**config.mk**
```make
export PLATFORM = sky130hd
export DESIGN_NAME = dart_board_scorer_flat
export DESIGN_NICKNAME = d
export VERILOG_FILES = /design/src/rtl/dart_board_scorer_if.sv /design/src/rtl/dart_board_scorer.sv /design/src/flat_wrapper.sv
export SDC_FILE = /design/constraint.sdc
export NUM_CORES = 1
export LEC_CHECK = 0
export CAP_MARGIN = 20
export CORE_UTILIZATION = 64
export DETAILED_ROUTE_END_ITERATION = 8
export PLACE_DENSITY_LB_ADDON = 0.08
export RECOVER_POWER = 25
export SETUP_SLACK_MARGIN = 0.05
export SLEW_MARGIN = 25
export SYNTH_ARGS = -nofsm -noshare
export SYNTH_HDL_FRONTEND = slang
export SYNTH_SLANG_ARGS = --single-unit
```
**constraint.sdc**
```tcl
create_clock -name clk -period 6.4 [get_ports clk]
set_input_delay 1.28 -clock clk [delete_from_list [all_inputs] [get_ports clk]]
set_output_delay 1.28 -clock clk [all_outputs]
set_load 0.02 [all_outputs]
```
**src/rtl/dart_board_scorer_if.sv**
```systemverilog
// Load/throw/result bus of the dartboard scorer: the pattern generator drives
// score words and darts, the scorer returns a one-cycle result pulse.
interface dart_board_scorer_if #(
  parameter int SECTORS = 8,
  parameter int RINGS   = 2,
  parameter int SCORE_W = 3,
  parameter int SUM_W   = 7,
  parameter int CNT_W   = 6
);
  localparam int SW = $clog2(SECTORS);
  localparam int RW = (RINGS > 2) ? $clog2(RINGS) : 1;

  logic               in_valid_1;
  logic [SCORE_W-1:0] in_score;
  logic               in_valid_2;
  logic [RW+SW-1:0]   in_dart;
  logic [RW-1:0]      in_rot_sel;
  logic [SW-1:0]      in_rotation;
  logic               rotate_flag;
  logic               out_valid;
  logic [SUM_W-1:0]   out_sum;
  logic [CNT_W-1:0]   out_darts;

  modport master (
    output in_valid_1, in_score, in_valid_2, in_dart, in_rot_sel, in_rotation, rotate_flag,
    input  out_valid, out_sum, out_darts
  );

  modport slave (
    input  in_valid_1, in_score, in_valid_2, in_dart, in_rot_sel, in_rotation, rotate_flag,
    output out_valid, out_sum, out_darts
  );
endinterface

```
**src/rtl/dart_board_scorer.sv**
```systemverilog
// Multi-ring dartboard scorer: serial board load, contiguous dart burst scored
// against rotating/swapping ring slots, saturated total reported as a pulse.
module dart_board_scorer #(
  parameter int SECTORS = 8,
  parameter int RINGS   = 2,
  parameter int SCORE_W = 3,
  parameter int SUM_W   = 7,
  parameter int CNT_W   = 6
) (
  input logic               clk,
  input logic               rst_n,
  dart_board_scorer_if.slave bus
);
  localparam int SW    = $clog2(SECTORS);
  localparam int RW    = (RINGS > 2) ? $clog2(RINGS) : 1;
  localparam int RW1   = RW + 1;
  localparam int LW    = RW + SW;
  localparam int TOTAL = RINGS * SECTORS;
  localparam int ACC_W = SUM_W + 1;

  typedef enum logic [2:0] {IDLE, LOAD, WAIT, THROW, DONE, OUT} state_t;

  function automatic logic [SUM_W-1:0] sat_add(input logic [SUM_W-1:0] a,
                                               input logic [SCORE_W-1:0] b);
    logic [ACC_W-1:0] t;
    t = ACC_W'(a) + ACC_W'(b);
    return t[SUM_W] ? {SUM_W{1'b1}} : t[SUM_W-1:0];
  endfunction

  function automatic logic [CNT_W-1:0] sat_inc(input logic [CNT_W-1:0] c);
    return (&c) ? c : c + 1'b1;
  endfunction

  state_t             state_q, state_d;
  logic               load_en, dart_en, game_init;
  logic [LW-1:0]      load_cnt_q, wr_addr;
  logic [SCORE_W-1:0] board [TOTAL];

  logic [RW-1:0]      slot_p [RINGS];
  logic [SW-1:0]      slot_o [RINGS];

  logic               vld_p0;
  logic [LW-1:0]      dart_p0;
  logic [RW-1:0]      rot_sel_p0;
  logic [SW-1:0]      rotation_p0;
  logic               ccw_p0;

  logic [SUM_W-1:0]   sum_p1;
  logic [CNT_W-1:0]   cnt_p1;

  logic               res_vld_p2;
  logic [SUM_W-1:0]   res_sum_p2;
  logic [CNT_W-1:0]   res_cnt_p2;

  logic [RW-1:0]      ring_p0, ring_idx, sel_idx, partner;
  logic [SW-1:0]      sec_p0, lane;
  logic [LW-1:0]      rd_addr;
  logic               ring_ok, sel_ok;
  logic [SCORE_W-1:0] score;

  always_comb begin
    state_d   = state_q;
    load_en   = 1'b0;
    dart_en   = 1'b0;
    game_init = 1'b0;
    case (state_q)
      IDLE: if (bus.in_valid_1) begin
        load_en   = 1'b1;
        game_init = 1'b1;
        state_d   = LOAD;
      end
      LOAD: if (bus.in_valid_1) begin
        load_en = 1'b1;
        if (load_cnt_q == LW'(TOTAL - 1)) state_d = WAIT;
      end
      WAIT: if (bus.in_valid_2) begin
        dart_en = 1'b1;
        state_d = THROW;
      end
      THROW: begin
        if (bus.in_valid_2) dart_en = 1'b1;
        else                state_d = DONE;
      end
      DONE:    state_d = OUT;
      OUT:     state_d = IDLE;
      default: state_d = IDLE;
    endcase
  end

  always_ff @(posedge clk or negedge rst_n) begin
    if (!rst_n) state_q <= IDLE;
    else        state_q <= state_d;
  end

  // The first word is taken in IDLE, so the load address restarts at zero there.
  assign wr_addr = game_init ? '0 : load_cnt_q;

  always_ff @(posedge clk or negedge rst_n) begin
    if (!rst_n) begin
      load_cnt_q <= '0;
      for (int i = 0; i < TOTAL; i++) board[i] <= '0;
    end else if (load_en) begin
      load_cnt_q     <= wr_addr + 1'b1;
      board[wr_addr] <= bus.in_score;
    end
  end

  // ---- stage 0: dart capture ----
  always_ff @(posedge clk or negedge rst_n) begin
    if (!rst_n) vld_p0 <= 1'b0;
    else        vld_p0 <= dart_en;
  end

  always_ff @(posedge clk) begin
    if (dart_en) begin
      dart_p0     <= bus.in_dart;
      rot_sel_p0  <= bus.in_rot_sel;
      rotation_p0 <= bus.in_rotation;
      ccw_p0      <= bus.rotate_flag;
    end
  end

  // ---- stage 1: score lookup, accumulate, reorient ----
  always_comb begin
    ring_p0  = dart_p0[LW-1:SW];
    sec_p0   = dart_p0[SW-1:0];
    ring_ok  = {1'b0, ring_p0} < RW1'(RINGS);
    ring_idx = ring_ok ? ring_p0 : '0;
    lane     = slot_o[ring_idx] + sec_p0;
    rd_addr  = {slot_p[ring_idx], lane};
    score    = ring_ok ? board[rd_addr] : '0;
    sel_ok   = {1'b0, rot_sel_p0} < RW1'(RINGS);
    sel_idx  = sel_ok ? rot_sel_p0 : '0;
    partner  = (sel_idx == RW'(RINGS - 1)) ? '0 : sel_idx + 1'b1;
  end

  always_ff @(posedge clk or negedge rst_n) begin
    if (!rst_n) begin
      sum_p1 <= '0;
      cnt_p1 <= '0;
      for (int r = 0; r < RINGS; r++) begin
        slot_p[r] <= RW'(r);
        slot_o[r] <= '0;
      end
    end else if (game_init) begin
      sum_p1 <= '0;
      cnt_p1 <= '0;
      for (int r = 0; r < RINGS; r++) begin
        slot_p[r] <= RW'(r);
        slot_o[r] <= '0;
      end
    end else if (vld_p0) begin
      sum_p1 <= sat_add(sum_p1, score);
      cnt_p1 <= sat_inc(cnt_p1);
      if (sel_ok) begin
        if (rotation_p0 != '0) begin
          slot_o[sel_idx] <= ccw_p0 ? slot_o[sel_idx] + rotation_p0
                                    : slot_o[sel_idx] - rotation_p0;
        end else begin
          slot_p[sel_idx] <= slot_p[partner];
          slot_o[sel_idx] <= slot_o[partner];
          slot_p[partner] <= slot_p[sel_idx];
          slot_o[partner] <= slot_o[sel_idx];
        end
      end
    end
  end

  // ---- stage 2: result register, live only in the OUT cycle ----
  always_ff @(posedge clk or negedge rst_n) begin
    if (!rst_n) begin
      res_vld_p2 <= 1'b0;
      res_sum_p2 <= '0;
      res_cnt_p2 <= '0;
    end else begin
      res_vld_p2 <= (state_q == DONE);
      res_sum_p2 <= (state_q == DONE) ? sum_p1 : '0;
      res_cnt_p2 <= (state_q == DONE) ? cnt_p1 : '0;
    end
  end

  assign bus.out_valid = res_vld_p2;
  assign bus.out_sum   = res_sum_p2;
  assign bus.out_darts = res_cnt_p2;
endmodule

```
**src/flat_wrapper.sv**
```systemverilog
// flat-port wrapper written by rule: the top's interface ports become plain ports
module dart_board_scorer_flat 
#(
  parameter int SECTORS = 8,
  parameter int RINGS   = 2,
  parameter int SCORE_W = 3,
  parameter int SUM_W   = 7,
  parameter int CNT_W   = 6
)
  (clk, rst_n, bus_in_valid_1, bus_in_score, bus_in_valid_2, bus_in_dart, bus_in_rot_sel, bus_in_rotation, bus_rotate_flag, bus_out_valid, bus_out_sum, bus_out_darts);
  dart_board_scorer_if #(.SECTORS(SECTORS), .RINGS(RINGS), .SCORE_W(SCORE_W), .SUM_W(SUM_W), .CNT_W(CNT_W)) bus_i ();
  input logic clk;
  input logic rst_n;
  input wire logic [$bits(bus_i.in_valid_1)-1:0] bus_in_valid_1;
  input wire logic [$bits(bus_i.in_score)-1:0] bus_in_score;
  input wire logic [$bits(bus_i.in_valid_2)-1:0] bus_in_valid_2;
  input wire logic [$bits(bus_i.in_dart)-1:0] bus_in_dart;
  input wire logic [$bits(bus_i.in_rot_sel)-1:0] bus_in_rot_sel;
  input wire logic [$bits(bus_i.in_rotation)-1:0] bus_in_rotation;
  input wire logic [$bits(bus_i.rotate_flag)-1:0] bus_rotate_flag;
  output wire logic [$bits(bus_i.out_valid)-1:0] bus_out_valid;
  output wire logic [$bits(bus_i.out_sum)-1:0] bus_out_sum;
  output wire logic [$bits(bus_i.out_darts)-1:0] bus_out_darts;
  assign bus_i.in_valid_1 = bus_in_valid_1;
  assign bus_i.in_score = bus_in_score;
  assign bus_i.in_valid_2 = bus_in_valid_2;
  assign bus_i.in_dart = bus_in_dart;
  assign bus_i.in_rot_sel = bus_in_rot_sel;
  assign bus_i.in_rotation = bus_in_rotation;
  assign bus_i.rotate_flag = bus_rotate_flag;
  assign bus_out_valid = bus_i.out_valid;
  assign bus_out_sum = bus_i.out_sum;
  assign bus_out_darts = bus_i.out_darts;
  dart_board_scorer #(.SECTORS(SECTORS), .RINGS(RINGS), .SCORE_W(SCORE_W), .SUM_W(SUM_W), .CNT_W(CNT_W)) u_core (.clk(clk), .rst_n(rst_n), .bus(bus_i));
endmodule
```
==> impl_metrics.yaml, run 1 <==
run_status:
  violations: "capacitance limit, slew limit"
  status: "finished with violations"
timing:
  clock_skew_ns: 0.0124
  rsz0062_at_grt: "no"
  finalHoldViolCount: 0
  relSlewSlack: -0.0158
  fin_setup_tns_ns: 0
  setup_violations: 0
  slew_viol_final: 32
  fmax_ghz: 0.251
  fin_crit_sh: 0.622
  finalCriticalPeriod_ns: 3.98
  tightest_slew_ns: 1.52
global_routing:
  grt_pass1_vias: 2966
  grt_max_degree: 62
  grt_pass1_wl_um: 14300
  track_usage: 0.249
  grt-ovfl-total: 0
  antenna_found_initial: 0
worst_hold_path:
  hold_depth: 1
  holdCritPathClass: "flip-flop to flip-flop"
  hold_start: "u_core.board[21]"
  hold-path-endpoint: "u_core.board[21]"
die:
  start_util: 0.664
  die_w_um: 88.7
  core_region_area_um2: 7250
  fp.dieH_um: 88.7
  ios: 30
  rows: 31
  dieArea_um2: 7870
critical_path:
  start_kind: "flip-flop"
  path_max_fanout: 12
  cpPeakStageDelay_ns: 0.84
  reg2reg_depth: 13
  crit_chain: "mux2_2 > ha_1 > inv_1 > fa_1 > mux4_2 > nor2b_1 > a211oi_1 > a21oi_1 > ha_1 > inv_1 > o21ai_0 > nor4bb_1 > nor3_1"
  cp-end-kind: "flip-flop"
  rrSetupSlack_ns: 2.42
  rr_endpoint: "u_core.sum_p1[5]"
  path_delay_family: "adder cells"
  critPathKind: "flip-flop to flip-flop"
  worstPathArrival_ns: 4.22
  critPathRequiredTime_ns: 6.64
  cp.buffers_inverters: 2
  cpMaxStageDelayCell: "fa_1"
  r2r-start: "u_core.dart_p0[3]"
routing:
  vias: 2997
  first_pass_iters: 4
  wl_um: 8640
  vias_per_cell: 5.95
  drc: 0
  drt_iter0_markers: 80
  wl_per_cell_um: 17.1
  drtAntennaViolNets: 0
cells_and_area:
  area_delta_synth_final_pct: 11.4
  n_antenna_cell: 0
  instances_no_fill: 504
  fillerInstances: 498
  drive_gt1_frac: 0.227
  final_util: 0.739
  fin_nets: 431
cts:
  root_buffer: "clkbuf_8"
  post-cts-setup-buffers: 0
  clk_path_buf_depth: 2
  cts_made_buffers: 9
  cts.sinks: 100
  tritoncts: "yes"
  cts.repair.resized: 0
  htree_levels: 3
  clk-insertion-delay-late_ns: 0.37
  cts_hold_buf: 0
  clk_pin_slew_ns: 0.09
yosys:
  syn_nets: 405
  syn_area_um2: 4810
  synthFlopType: "dfrtp_1"
  synth-seq-cells: 100
  synthDistinctLibCells: 54
  yosys_warnings: 0
  synth_edf_count: 9
  synthArstFlopShare: 0.910
  synth_area_per_cell_um2: 12.9
  ys_seq_area_frac: 0.529
  syn_inst: 374
place:
  place_congestion: 0.810
  portBuffers: 29
  hpwlAfterDp_um: 6190
  dp_cells: 488
pwr:
  p_per_area_nw_per_um2: 435
  vdd_ir_drop_max_mv: 0.236
  p_leak_nw: 2.33
run:
  maxCapViolations: 1
[worst max-delay path by stage]
| stage | start | endpoint | slack (ns) | cells past startpoint |
|---|---|---|---|---|
| floorplan | u_core.dart_p0[3] | u_core.sum_p1[5] | 2.80 | 14 |
| global placement | u_core.dart_p0[3] | u_core.sum_p1[1] | 2.53 | 11 |
| detailed placement | u_core.dart_p0[3] | u_core.sum_p1[2] | 2.41 | 11 |
| CTS | u_core.dart_p0[3] | u_core.sum_p1[5] | 2.40 | 11 |
| global route | u_core.dart_p0[3] | u_core.sum_p1[1] | 2.02 | 11 |
| finish | u_core.dart_p0[3] | u_core.sum_p1[5] | 2.42 | 13 |
[cell type report]
cell class,count,area [µm²],share of cell area
clock buffer,13,170,0.0317
sequential,100,2550,0.475
timing repair buffer,31,299,0.0558
clock inverter,3,26.3,0.00490
inverter,19,71.3,0.0133
multi-input combinational,239,2120,0.396
tap,99,124,0.0231
[per-layer routing]
metal,routed length (µm),share of wire,GRT usage
met1,3690,0.43,0.318
met2,4450,0.51,0.420
met3,312,0.036,0.0578
met4,189,0.022,0.0909
met5,0,0,0
[through the flow]
step	hold slack (ns)	power [mW]	cell area (µm²)	worst slack, ns
2_1_floorplan	0.472	1.74	4810	2.80
3_3_place_gp	0.483	1.92	5170	2.53
3_5_place_dp	0.492	1.96	5170	2.41
4_1_cts	0.514	2.35	5370	2.40
5_1_grt	0.528	2.51	5360	2.02
6_report	0.510	2.33	5360	2.42
[where the power goes]
group / leakage [nW] / switching [mW] / internal (mW)
Clock: 0.0998 / 0.211 / 0.180
Sequential: 1.26 / 0.171 / 0.851
Combinational: 0.967 / 0.426 / 0.494
[layout by cell type, fill, tap and decap left out, drive strengths merged, types with 2 or more instances in the layout]
master | netlist | final
dfrtp | 90 | 90
mux2 | 54 | 54
nand2 | 28 | 28
inv | 19 | 21
clkdlybuf4s50 | 0 | 19
and2 | 14 | 14
clkbuf | 9 | 14
o21ai | 13 | 13
mux4 | 12 | 12
ha | 12 | 12
mux2i | 12 | 12
a21oi | 11 | 11
nor2 | 10 | 10
nand3 | 10 | 10
dlygate4sd3 | 0 | 9
edfxtp | 9 | 9
xor2 | 7 | 7
a211oi | 5 | 5
a31oi | 5 | 5
xnor2 | 4 | 4
nor3 | 4 | 4
nor3b | 4 | 4
o22ai | 3 | 3
fa | 3 | 3
nor2b | 2 | 2
nand2b | 2 | 2
a311oi | 2 | 2
o31ai | 2 | 2
and4 | 2 | 2
buf | 7 | 2
nor4b | 2 | 2
[flip-flops by register name (all words and copies together), names as in the netlist, 3 cells and up]
name                  count
u_core.cnt_p1             6
u_core.load_cnt_q         4
u_core.bus.out_darts      6
u_core.state_q            3
u_core.bus.out_sum        7
u_core.board             48
u_core.slot_o             6
u_core.sum_p1             7
u_core.rotation_p0        3
u_core.dart_p0            4
[cells in the mapped netlist, types with 2 or more instances]
cell type	count	area, µm²
ha_1	12	150
xnor2_1	4	35.0
nand2_1	28	105
buf_4	2	15.0
clkbuf_1	9	33.8
fa_1	3	60.1
buf_2	3	15.0
a21oi_1	11	55.1
nand3_1	10	50.1
o31ai_1	2	15.0
a311oi_1	2	17.5
mux2i_1	11	110
mux2_2	54	608
and4_1	2	17.5
nor4b_1	2	17.5
nor2b_1	2	12.5
nand2b_1	2	12.5
inv_1	19	71.3
xor2_1	7	61.3
a211oi_1	5	37.5
mux4_2	12	270
dfrtp_1	90	2250
nor3b_1	2	15.0
nor3_1	3	15.0
o22ai_1	3	18.8
nor2_1	10	37.5
edfxtp_1	9	270
and2_1	13	81.3
a31oi_1	5	31.3
o21ai_0	13	65.1
[cells by family after synthesis]
family,count (synthesis),share of synthesized area
AOI/OAI and AO/OA,49,0.0639
xor gates and xnor gates,11,0.0200
adders and majority gates,15,0.0437
buffers and inverters,35,0.0312
DFF,100,0.529
muxes,78,0.208
and+or+nand+nor,86,0.104
Power figures use the tool's default switching activity.
==> run 2, diff against run 1 <==
CORE_UTILIZATION = 53   (was 64)
clock period = 3.27 ns   (was 6.4 ns; I/O delays follow)
==> run 2 against run 1 <==
  * Maximum frequency up 17%
  * Clock power is 83% higher
  * Cell area increased by 4.0%
  * Largest power group is now combinational logic
  * Critical path depth increased by 2
  * Core utilization decreased by 10 points
  * First-iteration DRC count increased by 56%
  * Wire length up 3.2%
  * The flow finishes with violations (setup timing)
  * Setup slack worse by 2.5 ns
  * Sequential power is 94% higher
  * Clock skew about the same
==> impl_metrics.yaml, run 2 (synthesis gave the netlist of run 1 again) <==
run_status:
  status: "finished with violations"
  violations: "setup timing"
timing:
  fin_crit_sh: 1.04
  finalHoldViolCount: 0
  fin_setup_tns_ns: -0.246
  finalCriticalPeriod_ns: 3.40
  setup_violations: 5
  relSlewSlack: 0.0804
  clock_skew_ns: 0.0119
  tightest_slew_ns: 1.38
  fin_ws_ns: -0.129
  fmax_ghz: 0.294
  rsz0062_at_grt: "yes"
  slew_viol_final: 0
global_routing:
  grt_pass1_vias: 3104
  track_usage: 0.209
  grt_max_degree: 57
  antenna_found_initial: 0
  grt_pass1_wl_um: 15600
  grt-ovfl-total: 0
cells_and_area:
  top_register: "u_core.board"
  largest_reg_flops: 48
  area_delta_synth_final_pct: 15.8
  layout_common_cells: "dfrtp_1 (90), mux2_2 (53), nand2_1 (28)"
  finalInstanceArea_um2: 5580
  instances_no_fill: 527
  final_util: 0.636
  layout_commonest_cell: "dfrtp_1"
  drive_gt1_frac: 0.286
  n_antenna_cell: 0
  fin_nets: 445
critical_path:
  start_kind: "flip-flop"
  worstPathArrival_ns: 3.68
  critPathKind: "flip-flop to flip-flop"
  crit_path_start: "u_core.dart_p0[3]"
  crit_end: "u_core.sum_p1[4]"
  reg2reg_depth: 15
  r2r-start: "u_core.dart_p0[3]"
  cpPeakStageDelay_ns: 0.51
  cp.buffers_inverters: 3
  critPathRequiredTime_ns: 3.56
  crit_cells: 15
  cp-end-kind: "flip-flop"
  path_delay_family: "adder cells"
  rr_endpoint: "u_core.sum_p1[4]"
  cpMaxStageDelayCell: "fa_2"
  path_max_fanout: 5
  crit_chain: "mux2_4 > ha_4 > inv_2 > fa_2 > buf_12 > mux4_2 > mux2i_1 > a21oi_1 > ha_2 > inv_2 > fa_2 > nand2b_4 > a211oi_4 > o21ai_1 > a31oi_1"
  rrSetupSlack_ns: -0.13
cts:
  root_buffer: "clkbuf_8"
  clk-insertion-delay-late_ns: 0.36
  clk_pin_slew_ns: 0.10
  cts.sinks: 100
  htree_levels: 3
  post-cts-setup-buffers: 0
  clk_path_buf_depth: 2
  tritoncts: "yes"
  cts_made_buffers: 9
worst_hold_path:
  holdCritPathClass: "flip-flop to flip-flop"
run:
  maxCapViolations: 0
routing:
  drc: 0
  wl_um: 8920
  drtAntennaViolNets: 0
  vias: 3025
  first_pass_iters: 4
  vias_per_cell: 5.74
  drt_iter0_markers: 125
  wl_per_cell_um: 16.9
place:
  dp_cells: 510
  place_congestion: 0.745
  placed_area_um2: 5330
  portBuffers: 29
  hpwlAfterDp_um: 6420
pwr:
  vdd_ir_drop_max_mv: 0.370
  p_leak_nw: 2.43
  p_per_area_nw_per_um2: 874
die:
  die_w_um: 97.3
  rows: 34
  fp.dieH_um: 97.3
  ios: 30
  dieArea_um2: 9470
  start_util: 0.549
  core_region_area_um2: 8760
## run 2: what timing repair did
action | CTS | global route
gates resized for setup | 4 | 8
gates cloned | 0 | 1
hold buffers | 0 | 0
pin swaps | 6 | 4
hold endpoints to repair | 0 | 0
setup endpoints to repair | 7 | 7
## run 2: routing by layer
metal / up-vias / GRT usage / wire length (µm)
li1: 1418 / - / -
met4: 0 / 0.0814 / 149
met3: 12 / 0.0317 / 347
met1: 1534 / 0.313 / 4430
met2: 61 / 0.308 / 3980
met5: - / 0 / 0
## run 2: worst min-delay path by stage
stage | startpoint | end | slack [ns] | cells after the start
4_1_cts | rst_n | u_core.board[33] | 0.35 | 1
2_1_floorplan | rst_n | u_core.board[0] | 0.36 | 0
3_3_place_gp | u_core.board[44] | u_core.board[44] | 0.48 | 1
5_1_grt | u_core.board[14] | u_core.board[14] | 0.53 | 1
6_report | u_core.board[19] | u_core.board[19] | 0.51 | 1
3_5_place_dp | u_core.board[42] | u_core.board[42] | 0.49 | 1
## run 2: layout make-up
class | count | area [µm²]
multi-input cells | 239 | 2190
well taps | 108 | 135
fillers | 695 | 3190
flip-flops and latches | 100 | 2550
repair buffers | 45 | 448
clock inverters | 5 | 37.5
inverters | 19 | 71.3
clock buffers | 11 | 141
## run 2: stage by stage
stage          power, mW  hold slack (ns)  setup slack [ns]
2_1_floorplan       3.48            0.358            0.0416
3_3_place_gp        3.99            0.481           -0.0632
3_5_place_dp        4.06            0.490            -0.158
4_1_cts             4.81            0.353            -0.102
5_1_grt             5.23            0.530            -0.264
6_report            4.87            0.507            -0.129
## run 2: where the power goes
group	total (mW)	internal (mW)	switching, mW
Combinational	2.17	1.21	0.965
Sequential	1.98	1.67	0.316
Clock	0.717	0.299	0.418
Total	4.87	3.17	1.70
## run 2: worst reg2reg max path, cell delays in order (launching register included)
cell	delay [ns]
edfxtp_1	0.43
mux2_4	0.33
ha_4	0.16
inv_2	0.04
fa_2	0.51
buf_12	0.18
mux4_2	0.21
mux2i_1	0.07
a21oi_1	0.18
ha_2	0.21
inv_2	0.04
fa_2	0.34
nand2b_4	0.17
a211oi_4	0.24
o21ai_1	0.09
a31oi_1	0.13
